==> config.mk <==
export PLATFORM = sky130hd
export DESIGN_NAME = hv_dac_loader
export DESIGN_NICKNAME = d
export VERILOG_FILES = /design/src/rtl/hv_dac_loader.sv
export SDC_FILE = /design/constraint.sdc
export NUM_CORES = 1
export LEC_CHECK = 0
export CAP_MARGIN = 5
export CORE_ASPECT_RATIO = 0.5
export CORE_MARGIN = 2
export CORE_UTILIZATION = 68
export DETAILED_ROUTE_END_ITERATION = 7
export DONT_BUFFER_PORTS = 1
export PLACE_DENSITY_LB_ADDON = 0.1
export SYNTH_ARGS = -nofsm -noshare
export SYNTH_HDL_FRONTEND = slang
export SYNTH_SLANG_ARGS = --single-unit
==> constraint.sdc <==
create_clock -name dtc_clk -period 43.3 [get_ports dtc_clk]
set_input_delay 4.33 -clock dtc_clk [delete_from_list [all_inputs] [get_ports dtc_clk]]
set_output_delay 4.33 -clock dtc_clk [all_outputs]
set_load 0.02 [all_outputs]
==> src/rtl/hv_dac_loader.sv <==
// Serial loader for the two 16-channel 12-bit APD bias DACs: snapshots 32 setpoints and shifts them out, then pulses LDAC.
// Optional feature: define HV_DAC_CLAMP_EN to clamp every setpoint to HV_MAX at snapshot time.
module hv_dac_loader #(
   parameter int          CLK_DIV = 4,
   parameter logic [11:0] HV_MAX  = 12'hE00
) (
   input  logic              dtc_clk,
   input  logic              rst,
   input  logic              hv_update,
   input  logic [31:0][11:0] hv_dac_data,
   output logic              dac_sclk,
   output logic              dac_sdi,
   output logic [1:0]        dac_cs_n,
   output logic              dac_ldac_n,
   output logic              busy,
   output logic              done,
   output logic [15:0]       update_cnt
);

   typedef enum logic [2:0] {
      IDLE, CS_SETUP, SCLK_HI, SCLK_LO, CS_HOLD, LDAC, DONE
   } state_t;

   localparam logic [8:0] DIV_LAST  = 9'(CLK_DIV - 1);
   localparam logic [8:0] LDAC_LAST = 9'(2 * CLK_DIV - 1);

   state_t      state;
   logic [8:0]  div_cnt;
   logic [4:0]  bit_idx;
   logic [4:0]  ch;
   logic [4:0]  next_ch;
   logic        pending;
   logic        take_snap;
   logic [11:0] shadow [32];
   logic [15:0] cur_word;
   logic [3:0]  nxt_bit;
   logic [11:0] hv_max_unused;

   // The ceiling only takes effect in the clamping build.
   assign hv_max_unused = HV_MAX;

   function automatic logic [11:0] clamp(input logic [11:0] v);
`ifdef HV_DAC_CLAMP_EN
      return (v > HV_MAX) ? HV_MAX : v;
`else
      return v;
`endif
   endfunction

   assign take_snap = !rst && ((state == IDLE && hv_update) ||
                               (state == DONE && (pending || hv_update)));
   assign cur_word  = {ch[3:0], shadow[ch]};
   assign nxt_bit   = bit_idx[3:0] - 4'd1;
   assign next_ch   = ch + 5'd1;

   always_ff @(posedge dtc_clk) begin
      if (take_snap) begin
         for (int i = 0; i < 32; i++) shadow[i] <= clamp(hv_dac_data[i]);
      end
   end

   // bit_idx wraps to 5'h1F once bit 0 has been clocked, marking the end of the frame.
   always_ff @(posedge dtc_clk) begin
      if (rst) begin
         state      <= IDLE;
         div_cnt    <= '0;
         bit_idx    <= '0;
         ch         <= '0;
         pending    <= 1'b0;
         dac_sclk   <= 1'b0;
         dac_sdi    <= 1'b0;
         dac_cs_n   <= 2'b11;
         dac_ldac_n <= 1'b1;
         busy       <= 1'b0;
         done       <= 1'b0;
         update_cnt <= '0;
      end else begin
         if (busy && hv_update) pending <= 1'b1;
         case (state)
            IDLE: begin
               if (hv_update) begin
                  ch       <= '0;
                  div_cnt  <= '0;
                  state    <= CS_SETUP;
                  dac_cs_n <= 2'b10;
                  dac_sdi  <= 1'b0;
                  busy     <= 1'b1;
               end
            end
            CS_SETUP: begin
               if (div_cnt == DIV_LAST) begin
                  div_cnt  <= '0;
                  state    <= SCLK_HI;
                  dac_sclk <= 1'b1;
                  bit_idx  <= 5'd15;
               end else begin
                  div_cnt <= div_cnt + 9'd1;
               end
            end
            SCLK_HI: begin
               if (div_cnt == DIV_LAST) begin
                  div_cnt  <= '0;
                  state    <= SCLK_LO;
                  dac_sclk <= 1'b0;
                  bit_idx  <= bit_idx - 5'd1;
                  dac_sdi  <= (bit_idx == 5'd0) ? 1'b0 : cur_word[nxt_bit];
               end else begin
                  div_cnt <= div_cnt + 9'd1;
               end
            end
            SCLK_LO: begin
               if (div_cnt == DIV_LAST) begin
                  div_cnt <= '0;
                  if (bit_idx == 5'h1F) begin
                     state    <= CS_HOLD;
                     dac_cs_n <= 2'b11;
                  end else begin
                     state    <= SCLK_HI;
                     dac_sclk <= 1'b1;
                  end
               end else begin
                  div_cnt <= div_cnt + 9'd1;
               end
            end
            CS_HOLD: begin
               if (div_cnt == DIV_LAST) begin
                  div_cnt <= '0;
                  if (ch == 5'd31) begin
                     state      <= LDAC;
                     dac_ldac_n <= 1'b0;
                  end else begin
                     ch       <= next_ch;
                     state    <= CS_SETUP;
                     dac_cs_n <= next_ch[4] ? 2'b01 : 2'b10;
                     dac_sdi  <= next_ch[3];
                  end
               end else begin
                  div_cnt <= div_cnt + 9'd1;
               end
            end
            LDAC: begin
               if (div_cnt == LDAC_LAST) begin
                  div_cnt    <= '0;
                  state      <= DONE;
                  dac_ldac_n <= 1'b1;
                  busy       <= 1'b0;
                  done       <= 1'b1;
                  update_cnt <= update_cnt + 16'd1;
               end else begin
                  div_cnt <= div_cnt + 9'd1;
               end
            end
            DONE: begin
               done    <= 1'b0;
               div_cnt <= '0;
               if (pending || hv_update) begin
                  pending  <= 1'b0;
                  ch       <= '0;
                  state    <= CS_SETUP;
                  dac_cs_n <= 2'b10;
                  dac_sdi  <= 1'b0;
                  busy     <= 1'b1;
               end else begin
                  state <= IDLE;
               end
            end
            default: state <= IDLE;
         endcase
      end
   end

endmodule

==> results of run 1 <==
-- worst register-to-register path, delay by kind of cell (launching register included) --
| family | cells | cell delay, ps |
|---|---|---|
| mux | 2 | 1250 |
| flops | 1 | 850 |
| buf+inv | 1 | 850 |
| compound gates | 4 | 810 |
| simple gates | 1 | 150 |
-- kinds of logic after synthesis --
group,count (synthesis)
compound gates,92
xor+xnor,29
buf+inv,54
flops,435
fa+ha+maj,7
simple gates,185
mux,133
-- cell usage in the layout, fill, tap and decap left out, types with 9 or more instances in the layout --
cell type	count
edfxtp_1	384
mux4_2	81
nor2_1	56
nand2_1	53
dfxtp_1	48
mux2i_1	42
clkbuf_16	39
a21oi_1	23
diode_2	18
nand3_1	18
xor2_1	18
a22oi_1	12
xnor2_1	11
o21ai_0	10
buf_4	10
and3_1	9
nor3_1	9
mux4_1	9
-- through the flow --
stage	utilization (%)	power, uW	area [sq um]	cells	worst slack (ps)
floorplan	-	706	17300	935	20810
global placement	69.8	688	17500	1244	36230
detailed placement	69.8	697	17500	1244	36100
CTS	74.4	1010	18700	1310	36660
global route	74.5	1050	18700	1321	36430
finish	74.6	1010	18700	1328	36600
-- flip-flops by register name, indices dropped and copies added (netlist names), named ones only --
name,count
shadow,384
update_cnt,16
div_cnt,9
bit_idx,5
ch,5
state,3
dac_cs_n,2
busy,1
dac_ldac_n,1
dac_sclk,1
dac_sdi,1
done,1
pending,1
-- final cells by class --
cell class | count | area (sq um) | area share, %
Antenna cell | 18 | 45.0 | 0.241
Clock buffer | 44 | 1000 | 5.37
Clock inverter | 22 | 145 | 0.776
Inverter | 9 | 33.8 | 0.181
Multi-Input combinational cell | 446 | 4420 | 23.6
Sequential cell | 435 | 12600 | 67.1
Tap cell | 344 | 430 | 2.30
Timing Repair Buffer | 10 | 75.1 | 0.401
-- how the worst max path moves through the flow --
stage	startpoint	endpoint
floorplan	hv_update	shadow[0][0]
global placement	hv_update	shadow[26][9]
detailed placement	hv_update	shadow[10][8]
CTS	hv_update	shadow[12][11]
global route	hv_update	shadow[12][11]
finish	hv_update	shadow[6][9]
-- where the power goes --
part	leakage, uW	switching (uW)	internal [uW]
combinational	0.00133	68.2	52.0
sequential	0.00396	28.5	541
clock	0.000564	147	173
total	0.00586	244	766
-- layer usage --
metal  part of all wire [%]  GRT usage [%]  vias to the layer above
met5                   0.19              0                        -
met4                    1.4           7.75                       12
met3                     11           10.4                       59
met2                     49           48.0                      455
met1                     39           40.7                     4498
li1                       -              -                     3782
-- synth_stat cells (all sizes together), types with 3 or more instances --
cell     count
a2111oi      3
a211oi       4
a21oi       23
a22oi       12
a311oi       3
a31oi        3
and3        10
buf         26
clkbuf      19
dfxtp       51
edfxtp     384
ha           7
inv          9
mux2i       42
mux4        90
nand2       53
nand2b       7
nand3       18
nand4        4
nor2        56
nor2b        8
nor3         9
o211a        3
o211ai       5
o21ai       11
o311ai       3
xnor2       11
xor2        18
==> summary.txt, run 1 <==
ys async rst share = 0%
antenna violations before repair = 21
hpwl dp = 27700 um
status = completed
Overflow after GRT = 0
Worst Setup Start Kind = input pin
min-delay src = ch[4]
clk_skew = 16.8 ps
hold_buf cts = 0
GRT Overall Usage = 30.1%
max incr delay on CP = 1010 ps
WL final = 40200 um
max_cap viols = 0
Synth Flop Type = edfxtp_1
Tcrit/Tclk final = 15.5%
Synth top area share = 66.7%
largest net degree at the start of global routing = 101
Reg-to-Reg End = dac_sdi
routed vias/inst = 6.63
family with the most delay on the worst path = buffers and inverters
largest cells by area after synthesis = edfxtp_1, mux4_2, dfxtp_1, mux2i_1, mux4_1
Mapped Area = 17300 sq um
Area Growth Syn to Fin = 8.21%
vias in the first global route = 8604
Req. time, crit path = 43450 ps
fin. max-slew vios = 0
CP max stage cell = buf_4
nets = 1333
Simple-Gate Fraction of Synth Area = 5.25%
final hold vios = 0
critical path type = in2reg
count of state elements after synthesis = 435
maximum VDD drop = 0.0386 mV
first-pass GRT wire length = 56700 um
mux share of post-synthesis cell area = 14.4%
most used cell, CP = buf_4
Placer Congestion = 0.849
Critical Path Fanout Max = 97
Max-slew headroom = 14.2%
crit path time final = 6700 ps
initial drt markers = 1081
WL per Instance = 30.3 um
fraction of the mapped netlist area in adder cells = 0.507%
cells after synthesis = 935
H-Tree Level Count = 2
Mapped Nets = 1329
maximum clock frequency = 149 MHz
Synth Area in XOR/XNOR = 1.47%
root buffer selected by CTS = clkbuf_16
setup_tns = 0 ps
Buffers on Ports = 0
kind of end point of the critical path = register
post-synthesis sequential area ratio = 72.6%
Fill cells = 1444
CTS tree = built
Hold WS = 474 ps
synth unique cells = 74
Final setup viols = 0
core area = 25100 sq um
Yosys top cell by area = edfxtp_1
compound-gate portion of the synthesized area = 3.85%
depth of the worst register-to-register path = 8
DR vias = 8806
I/O pins = 410
Routed Antenna Nets = 0
layout cells sized above 1 = 16.9%
CTS resizes = 0
DRC viols = 0
Ys Warns = 0
Avg Inst Size Synth = 18.5 sq um
Min-Delay Path Depth = 2
worst path bufs/invs = 2
row count = 41
Post-synth EDFFs = 384
Die W = 230 um
Worst path depth = 5
First-pass DRT Iterations = 5
Worst Tran Pin Value = 1290 ps
PwrDens = 54.0 nW/um^2
Die ar. = 26800 sq um
CTS Buf Count = 37
worst hold path type = reg2reg
CP cell instances = o211ai_1 > a21oi_1 > nor2b_4 > buf_4 > buf_4
Leakage = 0.00586 uW
post-CTS setup buffer count = 0
height of the die = 117 um
largest family of logic cells by synthesized area = multiplexers
Clock Path Buffers = 3
Initial Utilization = 68.9%
reg-to-reg slack, setup = 39260 ps
clock-pin transition on the worst setup and hold timing paths = 70 ps
Worst Path Arrival = 6850 ps
RSZ-0062 raised after global routing = no
CTS Sinks = 435
Clock Latency Late Sink = 540 ps
No activity file was read; power rests on OpenSTA's default activity.
==> run 2, diff against run 1 <==
- CORE_UTILIZATION: 68 -> 57
- clock period: 43.3 -> 5.4 ns (I/O delays scaled with it)
==> summary.txt, run 2 (synthesis results as in run 1) <==
Worst Path Arrival = 3630 ps (was 6850 ps)
RSZ-0062 raised after global routing = no (unchanged)
post-CTS setup buffer count = 0 (unchanged)
DRC viols = 0 (unchanged)
met3 Track Usage GR = 7.38% (was 10.4%)
root buffer selected by CTS = clkbuf_16 (unchanged)
vias in the first global route = 8710 (was 8604)
Worst Setup Start Kind = register (was input pin)
Die ar. = 31800 sq um (was 26800 sq um)
sequential share of power = 56.3% (was 56.4%)
kind of end point of the critical path = register (unchanged)
Area Growth Syn to Fin = 8.71% (was 8.21%)
largest net degree at the start of global routing = 136 (was 101)
max_cap viols = 0 (unchanged)
Final setup viols = 0 (unchanged)
Tcrit/Tclk final = 59.6%
max incr delay on CP = 900 ps (was 1010 ps)
CTS tree = built (unchanged)
routed vias/inst = 6.31 (was 6.63)
PwrDens = 429 nW/um^2 (was 54.0 nW/um^2)
Initial Utilization = 57.5% (was 68.9%)
Placer Congestion = 0.881 (was 0.849)
Non-Filler Instances = 1372 (was 1328)
height of the die = 127 um (was 117 um)
CTS Buf Count = 38 (was 37)
nets = 1337 (was 1333)
largest registers = shadow x384, update_cnt x16, div_cnt x9 (unchanged)
hold_buf cts = 0 (unchanged)
DR vias = 8661 (was 8806)
hold worst-path end = bit_idx[0]
core area = 30100 sq um (was 25100 sq um)
Hold WS = 79.0 ps (was 474 ps)
Clock Latency Late Sink = 540 ps (about the same)
row count = 45 (was 41)
crit path time final = 3220 ps
depth of the worst register-to-register path = 7 (was 8)
most common cell after layout, fill and taps aside = edfxtp_1 (unchanged)
placed cells = 1302 (was 1244)
routing usage on met2 = 39.9% (was 48.0%)
layout cells sized above 1 = 16.7% (was 16.9%)
Reg-to-Reg End = dac_sdi (unchanged)
H-Tree Level Count = 2 (unchanged)
P_sw = 1930 uW (was 244 uW)
family with the most delay on the worst path = multiplexers (was buffers and inverters)
clk_skew = 17.5 ps (was 16.8 ps)
GRT Overall Usage = 24.4% (was 30.1%)
worst path bufs/invs = 1 (was 2)
combinational share of power = 12.5% (was 11.9%)
initial drt markers = 859 (was 1081)
I/O pins = 410 (unchanged)
critical path type = reg2reg (was in2reg)
layer with the highest usage = met2 (unchanged)
CTS resizes = 0 (unchanged)
Max-slew headroom = 30.9% (was 14.2%)
setup_tns = 0 ps (unchanged)
Switching Share = 24.0% (was 24.2%)
maximum VDD drop = 0.284 mV (was 0.0386 mV)
Req. time, crit path = 5810 ps (was 43450 ps)
WL final = 39000 um (was 40200 um)
Min-Delay Path Depth = 1 (was 2)
Leakage = 0.00587 uW (was 0.00586 uW)
antenna violations before repair = 10 (was 21)
most frequent cells in the layout = edfxtp_1, mux4_2, nor2_1 (unchanged)
CP cell instances = buf_4 > mux4_2 > mux4_2 > nand2_1 > a211oi_1 > a2111oi_2 > a311oi_1 (was o211ai_1 > a21oi_1 > nor2b_4 > buf_4 > buf_4)
clock-pin transition on the worst setup and hold timing paths = 60 ps (was 70 ps)
final hold vios = 0 (unchanged)
Critical Path Fanout Max = 43 (was 97)
CP max stage cell = dfxtp_4 (was buf_4)
Clock Path Buffers = 3 (unchanged)
hpwl dp = 27700 um (about the same)
GRT met1 Usage = 32.2% (was 40.7%)
Core Util, Final = 62.5% (was 74.6%)
Fill cells = 2142 (was 1444)
WL per Instance = 28.5 um (was 30.3 um)
Routed Antenna Nets = 0 (unchanged)
P_int = 6130 uW (was 766 uW)
clock share of power = 31.2% (was 31.7%)
min-delay src = rst (was ch[4])
most used cell, CP = mux4_2 (was buf_4)
worst hold path type = in2reg (was reg2reg)
Overflow after GRT = 0 (unchanged)
Largest Register = shadow (unchanged)
status = completed (unchanged)
reg-to-reg slack, setup = 2180 ps (was 39260 ps)
Die W = 250 um (was 230 um)
CTS Sinks = 435 (unchanged)
First-pass DRT Iterations = 5 (unchanged)
maximum clock frequency = 311 MHz
Buffers on Ports = 0 (unchanged)
fin. max-slew vios = 0 (unchanged)
Largest register FFs = 384 (unchanged)
first-pass GRT wire length = 55900 um (was 56700 um)
Worst Tran Pin Value = 1030 ps (was 1290 ps)
==> run 2: cell types whose count changed in the layout (fill, tap and decap cells not counted), sizes merged <==
cell,previous run,this run
clkinvlp,2,1
buf,10,13
clkbuf,44,46
clkinv,17,13
inv,11,10
diode,18,8
==> run 2: worst reg2reg max path: stages (launching register included) <==
cell	delay [ps]
dfxtp_4	900
buf_4	460
mux4_2	540
mux4_2	480
nand2_1	110
a211oi_1	130
a2111oi_2	400
a311oi_1	80
==> run 2: final cells by class <==
cell class / count / area [sq um] / area share [%]
inverters: 9 / 33.8 / 0.180
multi-input cells: 446 / 4420 / 23.5
well taps: 399 / 499 / 2.66
clock inverters: 16 / 101 / 0.539
clock buffers: 46 / 1000 / 5.33
repair buffers: 13 / 160 / 0.852
flip-flops and latches: 435 / 12600 / 66.8
diodes: 8 / 20.0 / 0.106
==> run 2: power by group through the flow <==
stage                     logic, uW  registers (uW)  clock network (uW)
final                          1000            4540                2520
after global routing           1080            4590                2700
after CTS                      1010            4550                2570
after detailed placement       1010            4620                   0
after global placement          991            4590                   0
after floorplan                 843            4580                   0
==> run 2: per-stage QoR <==
stage          instance area [sq um]  total power [uW]  worst slack, ps
6_report                       18800              8060             2180
5_1_grt                        18800              8370             1970
3_3_place_gp                   17700              5580             2150
2_1_floorplan                  17300              5430            -1610
3_5_place_dp                   17700              5620             2120
4_1_cts                        18800              8120             2110
==> run 2: routing by layer <==
layer / vias to the layer above / wire length (um)
met5: - / 27
met1: 4399 / 15200
met2: 419 / 19300
li1: 3778 / -
met4: 4 / 822
met3: 61 / 3630
==> run 2: how the worst max path moves through the flow <==
stage          startpoint           end  slack (ps)  cells after the start
5_1_grt          register       dac_sdi        1970                      7
2_1_floorplan   hv_update  shadow[0][0]       -1610                      3
3_3_place_gp     register       dac_sdi        2150                      7
3_5_place_dp     register       dac_sdi        2120                      7
4_1_cts          register       dac_sdi        2110                      7
6_report         register       dac_sdi        2180                      7
==> run 3, diff against run 2 <==
- CORE_UTILIZATION: 57 -> 63
- clock period: 5.4 -> 3 ns (I/O delays scaled with it)
==> summary.txt, run 3 <==
status = stopped before the end (was completed)
Failed at = clock tree synthesis (4_1_cts)
Tool Error = [ERROR RSZ-0060] Max buffer count reached.
CTS Buf Count = 38 (unchanged)
Simple-Gate Fraction of Synth Area = 5.25% (unchanged)
mux share of post-synthesis cell area = 14.4% (unchanged)
largest family of logic cells by synthesized area = multiplexers (unchanged)
I/O pins = 410 (unchanged)
count of state elements after synthesis = 435 (unchanged)
Mapped Nets = 1329 (unchanged)
H-Tree Level Count = 2 (unchanged)
synth unique cells = 74 (unchanged)
Ys Warns = 0 (unchanged)
Die W = 238 um (was 250 um)
Synth top area share = 66.7% (unchanged)
Yosys top cell by area = edfxtp_1 (unchanged)
Buffers on Ports = 0 (unchanged)
post-synthesis sequential area ratio = 72.6% (unchanged)
placed cells = 1277 (was 1302)
hpwl dp = 28400 um (was 27700 um)
row count = 42 (was 45)
CTS resizes = 0 (unchanged)
commonest cells in the netlist = edfxtp_1, mux4_2, nor2_1 (unchanged)
height of the die = 121 um (was 127 um)
Mapped Area = 17300 sq um (unchanged)
Post-synth EDFFs = 384 (unchanged)
CTS Sinks = 435 (unchanged)
cells after synthesis = 935 (unchanged)
Initial Utilization = 64.8% (was 57.5%)
Clock Path Buffers = 3 (unchanged)
largest cells by area after synthesis = edfxtp_1, mux4_2, dfxtp_1, mux2i_1, mux4_1 (unchanged)
compound-gate portion of the synthesized area = 3.85% (unchanged)
ys async rst share = 0% (unchanged)
hold_buf cts = 270 (was 0)
post-CTS setup buffer count = 0 (unchanged)
fraction of the mapped netlist area in adder cells = 0.507% (unchanged)
Placer Congestion = 0.848 (was 0.881)
root buffer selected by CTS = clkbuf_16 (unchanged)
top-count cell post-synth = edfxtp_1 (unchanged)
Synth Flop Type = edfxtp_1 (unchanged)
Synth Area in XOR/XNOR = 1.47% (unchanged)
Avg Inst Size Synth = 18.5 sq um (unchanged)
## run 3: cell counts after synthesis
Identical to the previous run, type by type.
## run 3: stage by stage
step / utilization (%) / setup slack [ps] / area (sq um) / setup TNS (ps)
global placement: 66.8 / 293 / 17800 / 0
floorplan: - / -3980 / 17300 / -1529370
detailed placement: 66.8 / 282 / 17800 / 0
## run 3: cells by family after synthesis
group	after synthesis
buffers and inverters	54
DFF	435
and+or+nand+nor	185
adders and majority gates	7
muxes	133
xor gates and xnor gates	29
AOI/OAI and AO/OA	92
==> run 4, diff against run 3 <==
- CORE_ASPECT_RATIO: 0.5 -> not set
- CORE_UTILIZATION: 63 -> 40
- PLACE_DENSITY_LB_ADDON: 0.1 -> 0.15
==> summary.txt, run 4 <==
Die W = 212 um (was 238 um)
CTS resizes = 0 (unchanged)
Mapped Nets = 1329 (unchanged)
CTS Buf Count = 48 (was 38)
Synth Flop Type = edfxtp_1 (unchanged)
Yosys top cell by area = edfxtp_1 (unchanged)
count of state elements after synthesis = 435 (unchanged)
commonest cells in the netlist = edfxtp_1, mux4_2, nor2_1 (unchanged)
I/O pins = 410 (unchanged)
largest cells by area after synthesis = edfxtp_1, mux4_2, dfxtp_1, mux2i_1, mux4_1 (unchanged)
root buffer selected by CTS = clkbuf_16 (unchanged)
Initial Utilization = 40.3% (was 64.8%)
CTS Sinks = 435 (unchanged)
status = stopped before the end (unchanged)
H-Tree Level Count = 2 (unchanged)
post-synthesis sequential area ratio = 72.6% (unchanged)
Avg Inst Size Synth = 18.5 sq um (unchanged)
Placer Congestion = 0.773 (was 0.848)
post-CTS setup buffer count = 0 (unchanged)
Mapped Area = 17300 sq um (unchanged)
top-count cell post-synth = edfxtp_1 (unchanged)
Failed at = clock tree synthesis (4_1_cts) (unchanged)
height of the die = 212 um (was 121 um)
Buffers on Ports = 0 (unchanged)
placed cells = 1515 (was 1277)
Clock Path Buffers = 3 (unchanged)
row count = 76 (was 42)
Tool Error = [ERROR RSZ-0060] Max buffer count reached. (unchanged)
cells after synthesis = 935 (unchanged)
Post-synth EDFFs = 384 (unchanged)
hpwl dp = 30500 um (was 28400 um)
hold_buf cts = 321 (was 270)
Synth top area share = 66.7% (unchanged)
synth unique cells = 74 (unchanged)
ys async rst share = 0% (unchanged)
Ys Warns = 0 (unchanged)
## run 4: cell counts after synthesis
No cell type changed its count.
## run 4: cells by family after synthesis
group,Yosys count,synth area share [%]
AOI/OAI and AO/OA,92,3.85
xor gates and xnor gates,29,1.47
adders and majority gates,7,0.506
buffers and inverters,54,1.92
DFF,435,72.6
muxes,133,14.4
and+or+nand+nor,185,5.25
## run 4: through the flow
step / setup WS, ps / setup TNS, ps / cell area, sq um
3_3_place_gp: 219 / 0 / 18200
3_5_place_dp: 228 / 0 / 18200
2_1_floorplan: -3980 / -1529370 / 17300
==> edit 1, RTL diff (settings of run 2) <==
One comparison of `div_cnt` changes from == to >=.
--- a/src/rtl/hv_dac_loader.sv
+++ b/src/rtl/hv_dac_loader.sv
@@ -98,7 +98,7 @@
                end
             end
             SCLK_HI: begin
-               if (div_cnt == DIV_LAST) begin
+               if (div_cnt >= DIV_LAST) begin
                   div_cnt  <= '0;
                   state    <= SCLK_LO;
                   dac_sclk <= 1'b0;
Function: same outputs for any inputs over 10 cycles, from zero or initial values and one cycle with rst high; that may be too few to reach the edited logic, so the function may still have changed.
==> edit 1 against run 2 <==
  * Non-clock buffer count down 6
  * Total power up 6.3%
  * Routed wire length up 2.6%
  * Worst setup slack worse by 0.27 ns
  * Cell area up 0.92%
  * Sequential cell count unchanged
  * Area after synthesis up 0.90%
  * Cell count up 1.9%
  * Critical path type unchanged
  * Highest routed layer unchanged
==> edit 1: results (changes against run 2) <==
- Status: finished clean (unchanged)
- Drt first-iter violations: 956 (was 859)
- Drt via density: 6.41 (was 6.31)
- Synth area leaders: edfxtp_1 66%, mux4_2 11%, dfxtp_1 5.9%, mux2i_1 2.5%, nor2_1 1.2% (was edfxtp_1 67%, mux4_2 11%, dfxtp_1 5.9%, mux2i_1 2.4%, mux4_1 1.4%)
- H-tree levels: 2 (unchanged)
- Routed length per instance: 28.7 µm (was 28.5 µm)
- Synth Area in Adders: 0.502% (was 0.507%)
- Layout Cells excl Fill: 1398 (was 1372)
- Post-CTS Setup Inserts: 0 (unchanged)
- Pin count of the biggest net entering global routing: 105 (was 136)
- All-Layer GR Usage: 25.0% (was 24.4%)
- Post-synthesis compound-gate area fraction: 4.63% (was 3.85%)
- First-pass GRT wire length: 57900 µm (was 55900 µm)
- Clock Latency Late Sink: 0.55 ns
- Biggest register: shadow (unchanged)
- Root buf cell: clkbuf_16 (unchanged)
- CP Max Fanout: 58 (was 43)
- Proportion of synthesized area in mux cells: 14.2% (was 14.4%)
- Sequential area share after synthesis: 71.9% (was 72.6%)
- DRT Pass-1 Iters: 5 (unchanged)
- # hold bufs at CTS: 0 (unchanged)
- Antenna violations before repair: 22 (was 10)
- CTS clk-pin slew, worst paths: 0.06 ns (about the same)
- Top flop regs: shadow x384, update_cnt x16, div_cnt x9 (unchanged)
- RePlAce Congestion: 0.852 (was 0.881)
- EDFF count, synth: 384 (unchanged)
- Dpl cells: 1309 (was 1302)
- Top post-synthesis cells by count: 384 x edfxtp_1, 85 x mux4_2, 54 x nor2_1 (was 384 x edfxtp_1, 81 x mux4_2, 56 x nor2_1)
- Psw: 2.31 mW (was 1.93 mW)
- HP Class: in -> reg (unchanged)
- Clock skew: 0.0195 ns (was 0.0175 ns)
- HPWL after DPL: 28400 µm (was 27700 µm)
- Final setup violation count: 0 (unchanged)
- Filler Cells Inserted: 2128 (was 2142)
- Worst slew pin tran: 1.09 ns (was 1.03 ns)
- Post-synth ARST share: 0% (unchanged)
- Cell variety after synth: 69 (was 74)
- Mapped Avg Cell Area: 18.3 µm² (was 18.5 µm²)
- Post-CTS Resized: 0 (unchanged)
- Number of global-route vias before repair: 8857 (was 8710)
- CTS buffer count: 39 (was 38)
- VDD IR max: 0.330 mV (was 0.284 mV)
- Post-synth top flop: edfxtp_1 (unchanged)
- Layout cells sized above 1: 17.5% (was 16.7%)
- Crit path DAT: 3.89 ns (was 3.63 ns)
- Ys Warns: 0 (unchanged)
- I/O Buffers: 0 (unchanged)
- Xor-xnor portion of the synthesized cell area: 0.954% (was 1.47%)
- Area after DPL: 0.0177 mm² (about the same)
- P_leak: 5.85 nW (was 5.87 nW)
-- edit 1: changes by cell type in the layout (fill, tap and decap cells not counted), moves of 5 or more --
cell      delta
buf_4        -7
diode_2     +10
nand2_1     -16
o21ai_0      +5
mux4_1       -7
a21oi_1      +7
o22ai_1     +11
and4_1       +5
a311oi_1     +5
xnor2_1      -6
-- edit 1: area by class of cell --
| cell class | instances | area (µm²) | share of cell area [%] |
|---|---|---|---|
| well taps | 399 | 499 | 2.63 |
| inverters | 5 | 31.3 | 0.165 |
| diodes | 18 | 45.0 | 0.237 |
| multi-input cells | 463 | 4520 | 23.8 |
| repair buffers | 7 | 128 | 0.673 |
| flip-flops and latches | 435 | 12600 | 66.2 |
| clock inverters | 21 | 118 | 0.620 |
| clock buffers | 50 | 1070 | 5.63 |
-- edit 1: path summary, 6_finish.rpt --
kind,to,start,slack [ns],cells past startpoint
setup reg to reg,dac_sdi$_SDFFE_PP0P_,flip-flop,1.91,8
setup / recovery,dac_sdi$_SDFFE_PP0P_,flip-flop,1.91,8
hold reg to reg,flip-flop,ch[4]$_SDFFE_PP0N_,0.49,2
hold / removal,done$_SDFFE_PP0P_,rst,0.08,1
-- edit 1: kinds of logic (layout without fill, tap and decap cells) --
| logic type | Yosys count | after routing |
|---|---|---|
| AOI/OAI and AO/OA | 116 | 116 |
| xor gates and xnor gates | 19 | 19 |
| adders and majority gates | 7 | 7 |
| buffers and inverters | 56 | 83 |
| DFF | 435 | 435 |
| muxes | 136 | 136 |
| other | 0 | 18 |
| and+or+nand+nor | 185 | 185 |
-- edit 1: power by group through the flow --
stage | Clock, mW | Combinational (mW) | Sequential, mW
3_5_place_dp | 0 | 1.35 | 4.66
2_1_floorplan | 0 | 1.11 | 4.65
5_1_grt | 2.79 | 1.49 | 4.65
6_report | 2.61 | 1.36 | 4.60
3_3_place_gp | 0 | 1.32 | 4.64
4_1_cts | 2.65 | 1.36 | 4.60
-- edit 1: critical path, cell delays in order, from the launching register on --
cell and delay (ns):
dfxtp_4 1.06, buf_12 0.40, mux4_2 0.54, mux2i_1 0.20
o22ai_1 0.13, nor2_1 0.27, nor2_1 0.09, a2111oi_2 0.54
nor4_1 0.09
-- edit 1: per-layer routing --
layer | vias up | GRT usage [%] | part of all wire, %
met1 | 4638 | 32.8 | 39
met3 | 62 | 7.17 | 7.8
li1 | 3883 | - | -
met5 | - | 0 | 0.17
met4 | 10 | 8.09 | 1.5
met2 | 363 | 41.0 | 52
-- edit 1: through the flow --
step	worst slack, ns	TNS, ns
2_1_floorplan	-1.54	-593.02
4_1_cts	1.94	0
3_5_place_dp	1.95	0
3_3_place_gp	1.99	0
5_1_grt	1.72	0
6_report	1.91	0
==> edit 2, RTL diff (config.mk and constraints of run 2) <==
Without the edit above. The option `HV_DAC_CLAMP_EN` is turned on by a define.
--- a/src/rtl/hv_dac_loader.sv
+++ b/src/rtl/hv_dac_loader.sv
@@ -1,5 +1,7 @@
 // Serial loader for the two 16-channel 12-bit APD bias DACs: snapshots 32 setpoints and shifts them out, then pulses LDAC.
 // Optional feature: define HV_DAC_CLAMP_EN to clamp every setpoint to HV_MAX at snapshot time.
+`define HV_DAC_CLAMP_EN
+
 module hv_dac_loader #(
    parameter int          CLK_DIV = 4,
    parameter logic [11:0] HV_MAX  = 12'hE00
Formal check against the unedited RTL: no difference found for any inputs over 4 cycles, from zero or initial values and one cycle with rst high; that may be too few to reach the edited logic, so the function may still have changed.
==> edit 2 against run 2 <==
  * Hold slack got worse by 0.016 ns
  * Clock skew is 0.0019 ns lower
  * Area after synthesis is 16% higher
  * Critical path depth stayed put
  * Count of clock-buffer cells in the layout grew 8
  * Routed wire length up 31%
  * Cell area increased by 15%
  * Cell count rose by 40%
  * Sequential cell count stayed put
  * Worst setup slack improved by 0.021 ns
  * Die area is 16% higher
  * Global-route usage up 3.1 points
Power is not compared: it rests on default switching activity, and its combinational part moved more than twofold at a synthesized area within 25%.
==> edit 2: results (changes against run 2) <==
- HPWL after DPL: 39100 µm (was 27700 µm)
- Post-CTS Setup Inserts: 0 (unchanged)
- Pin count of the biggest net entering global routing: 117 (was 136)
- Area after DPL: 0.0203 mm² (was 0.0177 mm²)
- Sequential area share after synthesis: 62.4% (was 72.6%)
- Mapped Avg Cell Area: 13.4 µm² (was 18.5 µm²)
- CP Max Fanout: 46 (was 43)
- Status: finished clean (unchanged)
- Number of global-route vias before repair: 12100 (was 8710)
- Top post-synthesis cells by count: 384 x edfxtp_1, 165 x and2_1, 134 x nor2b_1 (was 384 x edfxtp_1, 81 x mux4_2, 56 x nor2_1)
- Ys Warns: 0 (unchanged)
- Antenna violations before repair: 0 (was 10)
- Crit Path Category: reg -> reg (unchanged)
- Proportion of synthesized area in mux cells: 11.1% (was 14.4%)
- Crit path DAT: 3.64 ns (was 3.63 ns)
- Slowest Stage Delay on Critical Path: 0.95 ns (was 0.90 ns)
- Layout Cells excl Fill: 1916 (was 1372)
- DRT Pass-1 Iters: 6 (was 5)
- Post-synthesis compound-gate area fraction: 5.19% (was 3.85%)
- Cell variety after synth: 52 (was 74)
- Flop-to-flop setup slack: 2.20 ns (was 2.18 ns)
- Xor-xnor portion of the synthesized cell area: 1.22% (was 1.47%)
- Ant diodes: 0 (was 8)
- Top flop regs: shadow x384, update_cnt x16, div_cnt x9 (unchanged)
- Layout cells sized above 1: 11.9% (was 16.7%)
- HP Class: in -> reg (unchanged)
- Hold Fails Final Rpt: 0 (unchanged)
- Synth Area in Adders: 0.435% (was 0.507%)
- First-pass GRT wire length: 73300 µm (was 55900 µm)
- Worst slew pin tran: 1.07 ns (was 1.03 ns)
- Filler Cells Inserted: 2534 (was 2142)
- Post-synth top flop: edfxtp_1 (unchanged)
- Root buf cell: clkbuf_16 (unchanged)
- Clock skew: 0.0156 ns (was 0.0175 ns)
- CTS clk-pin slew, worst paths: 0.06 ns (about the same)
- Clock Latency Late Sink: 0.56 ns (was 0.54 ns)
- CTS buffer count: 38 (unchanged)
- Post-synth ARST share: 0% (unchanged)
- # nets final: 1805 (was 1337)
- RePlAce Congestion: 0.956 (was 0.881)
- I/O Buffers: 0 (unchanged)
- Synth area leaders: edfxtp_1 57%, mux4_2 9.7%, and2_1 5.1%, dfxtp_1 5.1%, nor2b_1 4.2% (was edfxtp_1 67%, mux4_2 11%, dfxtp_1 5.9%, mux2i_1 2.4%, mux4_1 1.4%)
- All-Layer GR Usage: 27.4% (was 24.4%)
- Routed WL: 51300 µm (was 39000 µm)
- Drt via density: 6.43 (was 6.31)
- Drt first-iter violations: 1435 (was 859)
edit 2: cell count changes after synthesis, moves of 15 or more:
| cell | run 2 | this run |
|---|---|---|
| nand3_1 | 18 | 50 |
| nor2_1 | 56 | 85 |
| a21oi_1 | 23 | 42 |
| mux2i_1 | 42 | 27 |
| a31oi_1 | 3 | 36 |
| nor2b_1 | 8 | 134 |
| nor3_1 | 9 | 46 |
| clkbuf_1 | 17 | 127 |
| nor4_1 | 1 | 35 |
| and2_1 | 1 | 165 |
edit 2: path summary, 6_finish.rpt:
check | end | depth (start not counted)
setup / recovery | dac_sdi$_SDFFE_PP0P_ | 7
hold reg to reg | bit_idx[4]$_SDFFE_PP0P_ | 2
hold / removal | div_cnt[1]$_SDFFE_PP0P_ | 1
setup reg to reg | dac_sdi$_SDFFE_PP0P_ | 7
edit 2: metal layers:
layer	global-route usage, %	part of all wire (%)	up-vias
li1	-	-	5395
met1	35.2	37	6177
met2	45.3	49	633
met3	7.19	9.6	114
met4	10.8	3.7	2
met5	1.58	0.15	-
edit 2: critical path: cells and delay by family (launching register included):
kind / cells / cell delay (ns)
AOI/OAI and AO/OA: 4 / 1.06
muxes: 1 / 0.54
DFF: 1 / 0.95
and+or+nand+nor: 1 / 0.10
buffers and inverters: 1 / 0.41
edit 2: through the flow:
| step | total power [mW] | hold slack (ns) | util (%) | setup slack, ns |
|---|---|---|---|---|
| final | 7.09 | 0.0626 | 62.3 | 2.20 |
| after global routing | 7.31 | 0.0423 | 62.3 | 2.02 |
| after CTS | 7.13 | 0.0444 | 62.3 | 2.20 |
| after detailed placement | 4.42 | 0.496 | 58.7 | 2.22 |
| after global placement | 4.40 | 0.473 | 58.7 | 2.20 |
| after floorplan | 4.32 | 0.455 | - | -1.73 |
edit 2: cell families (layout without fill, tap and decap cells):
| kind of cell | after synthesis | count (layout) |
|---|---|---|
| DFF | 435 | 435 |
| muxes | 114 | 114 |
| AOI/OAI and AO/OA | 163 | 163 |
| and+or+nand+nor | 592 | 592 |
| buffers and inverters | 164 | 102 |
| adders and majority gates | 7 | 7 |
| xor gates and xnor gates | 28 | 28 |
edit 2: power breakdown:
| part | leakage (nW) | switching (mW) | internal, mW |
|---|---|---|---|
| combinational | 2.13 | 0.244 | 0.159 |
| sequential | 3.99 | 0.0640 | 3.88 |
| clock | 0.601 | 1.21 | 1.54 |
edit 2: cell type report:
class | count | area, µm² | share of cell area [%]
inverter | 16 | 60.1 | 0.278
sequential | 435 | 12600 | 58.2
tap | 475 | 594 | 2.75
timing repair buffer | 16 | 170 | 0.789
clock buffer | 54 | 1030 | 4.78
multi-input combinational | 904 | 6960 | 32.3
clock inverter | 16 | 200 | 0.928
